`src/rtl/crt_recombine.sv`:
```
// rtl/crt_recombine.sv - bit-serial CRT recombination m = m2 + q*(((m1-m2) mod p)*qinv mod p)
// Optional input range checking is built when CRT_RANGE_CHECK_EN is defined.
module crt_recombine (
    input  logic        clk,
    input  logic        rst_n,
    input  logic        start,
    input  logic [31:0] p,
    input  logic [31:0] q,
    input  logic [31:0] m1,
    input  logic [31:0] m2,
    input  logic [31:0] qinv,
    output logic [63:0] m,
    output logic        done,
    output logic        busy,
    output logic        err
);
    typedef enum logic [2:0] {IDLE, REDUCE, DIFF, MULMOD, MULQ, FINAL} state_t;

    state_t      state;
    logic [4:0]  cnt;
    logic [31:0] p_r, q_r, m1_r, m2_r, qinv_r;
    logic [31:0] sh;
    logic [32:0] acc;
    logic [63:0] prod;

    logic [32:0] p_x;
    logic [32:0] red_sh, red_nx;
    logic [32:0] mm_dbl, mm_red, mm_add, mm_nx;
    logic [32:0] diff_nx;
    logic [63:0] mulq_nx;

    // sh is a shared operand shift register: m2 in REDUCE, d in MULMOD, h in MULQ
    always_comb begin
        p_x     = {1'b0, p_r};
        red_sh  = {acc[31:0], sh[31]};
        red_nx  = (red_sh >= p_x) ? red_sh - p_x : red_sh;
        mm_dbl  = {acc[31:0], 1'b0};
        mm_red  = (mm_dbl >= p_x) ? mm_dbl - p_x : mm_dbl;
        mm_add  = sh[31] ? mm_red + {1'b0, qinv_r} : mm_red;
        mm_nx   = (mm_add >= p_x) ? mm_add - p_x : mm_add;
        diff_nx = ({1'b0, m1_r} >= acc) ? {1'b0, m1_r} - acc : {1'b0, m1_r} + p_x - acc;
        mulq_nx = sh[0] ? prod + ({32'b0, q_r} << cnt) : prod;
    end

`ifdef CRT_RANGE_CHECK_EN
    logic err_q;
    logic bad;
    logic viol;
    assign viol = (p == 32'd0) || (m1 >= p) || (m2 >= q) || (qinv >= p);
    assign err  = err_q;
`else
    assign err  = 1'b0;
`endif

    always_ff @(posedge clk or negedge rst_n) begin
        if (!rst_n) begin
            state  <= IDLE;
            cnt    <= 5'd0;
            p_r    <= 32'd0;
            q_r    <= 32'd0;
            m1_r   <= 32'd0;
            m2_r   <= 32'd0;
            qinv_r <= 32'd0;
            sh     <= 32'd0;
            acc    <= 33'd0;
            prod   <= 64'd0;
            m      <= 64'd0;
            done   <= 1'b0;
            busy   <= 1'b0;
`ifdef CRT_RANGE_CHECK_EN
            err_q  <= 1'b0;
            bad    <= 1'b0;
`endif
        end else begin
            done <= 1'b0;
            case (state)
                IDLE: begin
                    if (start) begin
                        p_r    <= p;
                        q_r    <= q;
                        m1_r   <= m1;
                        m2_r   <= m2;
                        qinv_r <= qinv;
                        sh     <= m2;
                        acc    <= 33'd0;
                        cnt    <= 5'd0;
                        busy   <= 1'b1;
                        state  <= REDUCE;
`ifdef CRT_RANGE_CHECK_EN
                        if (viol) begin
                            bad   <= 1'b1;
                            state <= FINAL;
                        end else begin
                            bad   <= 1'b0;
                            err_q <= 1'b0;
                        end
`endif
                    end else begin
                        busy <= 1'b0;
                    end
                end
                REDUCE: begin
                    acc <= red_nx;
                    sh  <= {sh[30:0], 1'b0};
                    cnt <= cnt + 5'd1;
                    if (cnt == 5'd31) state <= DIFF;
                end
                DIFF: begin
                    sh    <= diff_nx[31:0];
                    acc   <= 33'd0;
                    state <= MULMOD;
                end
                MULMOD: begin
                    acc <= mm_nx;
                    sh  <= {sh[30:0], 1'b0};
                    cnt <= cnt + 5'd1;
                    if (cnt == 5'd31) begin
                        sh    <= mm_nx[31:0];
                        prod  <= 64'd0;
                        state <= MULQ;
                    end
                end
                MULQ: begin
                    prod <= mulq_nx;
                    sh   <= {1'b0, sh[31:1]};
                    cnt  <= cnt + 5'd1;
                    if (cnt == 5'd31) state <= FINAL;
                end
                FINAL: begin
                    m     <= prod + {32'd0, m2_r};
                    done  <= 1'b1;
                    state <= IDLE;
`ifdef CRT_RANGE_CHECK_EN
                    if (bad) begin
                        m     <= 64'd0;
                        err_q <= 1'b1;
                    end
`endif
                end
                default: state <= IDLE;
            endcase
        end
    end
endmodule

```
`config.mk`:
```
export PLATFORM = sky130hd
export DESIGN_NAME = crt_recombine
export DESIGN_NICKNAME = d
export VERILOG_FILES = /design/src/rtl/crt_recombine.sv
export SDC_FILE = /design/constraint.sdc
export NUM_CORES = 2
export LEC_CHECK = 0
export CAP_MARGIN = 10
export CORE_MARGIN = 2
export CORE_UTILIZATION = 67
export CTS_BUF_LIST = sky130_fd_sc_hd__clkbuf_2 sky130_fd_sc_hd__clkbuf_4 sky130_fd_sc_hd__clkbuf_8
export DETAILED_ROUTE_END_ITERATION = 8
export PLACE_DENSITY = 0.89
export SETUP_SLACK_MARGIN = 0.1
export SYNTH_ARGS = -nofsm -noshare
export SYNTH_HDL_FRONTEND = slang
export SYNTH_SLANG_ARGS = --single-unit
```
`constraint.sdc`:
```
create_clock -name clk -period 12.7 [get_ports clk]
set_clock_uncertainty 0.1 [all_clocks]
set_input_delay 1.27 -clock clk [delete_from_list [all_inputs] [get_ports clk]]
set_output_delay 1.27 -clock clk [all_outputs]
set_load 0.01 [all_outputs]
```
==> results.json <==
{
  "cp-start-kind": "flip-flop",
  "setup_viol": 0,
  "max_stage_delay_ps": 660,
  "fmax_mhz": 104,
  "synthCells": 4307,
  "worstReg2RegEnd": "sh[11]",
  "synthFlopType": "dfrtp_1",
  "synth_area_um2": 33400,
  "grt_start_max_net_pins": 155,
  "gp_congestion": 1.05,
  "synth_commonest_cells": "nand2_1 (793), o21ai_0 (483), dfrtp_1 (363)",
  "crit_type": "flip-flop to flip-flop",
  "portBuffers": 228,
  "initial_core_util_pct": 68.1,
  "synth_top_area_share_pct": 27.2,
  "ant_nets": 0,
  "rr_worst_depth": 29,
  "yosysMostFrequentCell": "nand2_1",
  "hold_violations": 0,
  "hold_class": "flip-flop to flip-flop",
  "fp-row-count": 81,
  "ioPinCount": 230,
  "ys_ff_latch": 363,
  "cts_resized": 0,
  "dr.pass1.iters": 8,
  "grt_setup_unrepaired": "no",
  "gr-total-overflow": 0,
  "finalMaxSlewViolations": 0,
  "syn_to_final_growth_pct": 12.1,
  "endpoint_kind": "flip-flop",
  "wl_um": 126000,
  "drive_gt1_share_pct": 5.93,
  "clkTransAtPathRegs_ps": 70,
  "clockBufferDepth": 3,
  "first_iter_violations": 4892,
  "max_cap_viol_count": 0,
  "dieArea_um2": 51700,
  "htreeDepth": 3,
  "avgRoutedWirePerCell_um": 24.5,
  "worstPathMaxFanout": 30,
  "cp.required_ps": 13190,
  "root_buffer": "clkbuf_8",
  "postCtsHoldBufs": 0,
  "grt_pass1_vias": 33227,
  "endpoint": "sh[11]",
  "grt_usage_pct": 48.1,
  "layout_min_cycle_time_ps": 9620,
  "cts_buffers": 68,
  "synth_top_cell_by_area": "dfrtp_1",
  "cp_slowest_cell": "o31ai_1",
  "fin_util_pct": 76.3,
  "synth-edff-count": 0,
  "timing.final.crit_share_pct": 75.7,
  "die_width_um": 227,
  "grt_pass1_wl_um": 189000,
  "placed_area_um2": 36000,
  "fillers": 3495,
  "syn_nets": 4765,
  "rr_startpoint": "acc[3]",
  "vias_per_cell": 6.81,
  "core_area_um2": 49100,
  "cts_tree": "built",
  "antenna_found_initial": 3,
  "setup_tns_ps": 0,
  "fin_nets": 4880,
  "drc_errors": 0,
  "fin_area_um2": 37400,
  "clk_latency_ps": 710,
  "clkSinkCount": 363,
  "ys_top_cells_by_area": "dfrtp_1 (27%), ha_1 (9.6%), nand2_1 (8.9%), o21ai_0 (7.2%), a21oi_1 (5.1%)",
  "ys_seq_area_share_pct": 27.2,
  "tightest_slew_ps": 1300,
  "hpwl_um": 94700,
  "maxSlewHeadroom_pct": 13.1,
  "cp.arrival_ps": 10100,
  "vias": 34961,
  "post_cts_buffers": 0,
  "avgSynthCellArea_um2": 7.76,
  "fp.dieH_um": 227,
  "holdWs_ps": 381,
  "r2r_slack_ps": 3080,
  "ys_types": 92,
  "status": "finished, final reports clean",
  "synth_warnings": 0,
  "async_reset_ff_share_pct": 100,
  "crit_path_start": "acc[3]"
}
state kept, by name, indices dropped and copies added, names as in the netlist, 5 cells and up:
signal / count
m: 64
prod: 64
acc: 33
m1_r: 32
m2_r: 32
p_r: 32
q_r: 32
qinv_r: 32
sh: 32
cnt: 5
layer usage:
layer	wire [µm]	vias up	track usage, %	part of all wire [%]
met2	54200	2594	73.2	43
met1	45900	16296	59.8	37
met5	30	-	0	0.024
met4	9250	4	29.5	7.4
li1	-	15428	-	-
met3	16200	639	15.1	13
cells in the final DEF, fill, tap and decap left out, types with 17 or more instances in the layout:
cell type	synthesis	routed
dfrtp_1	363	362
and3_1	36	36
nand2_1	793	791
xnor2_1	149	149
mux4_2	17	17
nand2b_1	46	46
clkdlybuf4s50_1	0	227
o21bai_1	36	36
inv_1	224	224
a211oi_1	28	28
o21ai_0	483	483
ha_1	257	257
mux2_2	44	44
nand3_1	61	61
a21oi_1	341	339
nor3_1	49	49
xor2_1	135	135
nor2b_1	44	44
a21o_1	141	141
nand4_1	52	52
clkbuf_8	0	88
o31ai_1	26	26
mux2i_1	61	61
o211ai_1	20	20
a22oi_1	36	36
a31oi_1	33	33
a221o_1	17	17
fa_1	38	38
o21a_1	30	30
o22ai_1	47	47
nor2_1	254	251
buf_4	3	33
o21ai_1	21	20
cell families after synthesis:
group,after synthesis,synth area share [%]
other cells,1,0.0112
flops,363,27.2
xor+xnor,285,7.52
compound gates,1387,25.4
simple gates,1412,18.4
mux,122,4.46
buf+inv,442,5.15
fa+ha+maj,295,11.9
critical path: cells and delay by family (launching register included):
family                   cells  cell delay, ps
flip-flops                   1             440
AO/OA/AOI/OAI               16            4630
AND/OR/NAND/NOR              4            1010
multiplexers                 2             980
adder cells (fa/ha/maj)      3            1090
buffers and inverters        3             880
XOR/XNOR                     1             290
how the worst min path moves through the flow:
stage | from | endpoint | depth (start not counted)
after detailed placement | qinv_r[22] | qinv_r[22] | 2
after floorplan | m2_r[0] | m2_r[0] | 2
final | m[12] | m[12] | 2
after CTS | m[12] | m[12] | 2
after global routing | m[5] | m[5] | 2
after global placement | m[48] | m[48] | 2
layout make-up:
class | instances | area [µm²] | share of cell area, %
multi-input combinational | 3502 | 22700 | 60.5
sequential | 363 | 9080 | 24.3
timing repair buffer | 262 | 2550 | 6.82
clock buffer | 101 | 1310 | 3.49
inverter | 225 | 845 | 2.26
tap | 664 | 831 | 2.22
clock inverter | 14 | 153 | 0.408
antenna | 1 | 2.50 | 0.00668
through the flow:
step | cells | setup slack, ps
after global placement | 5016 | 3690
after floorplan | 4307 | 5220
after global routing | 5132 | 2820
after detailed placement | 5016 | 3580
final | 5132 | 3080
after CTS | 5131 | 3550
Power is not shown: default switching activity piles up to over one toggle a cycle in this logic, so the estimate is an artifact.
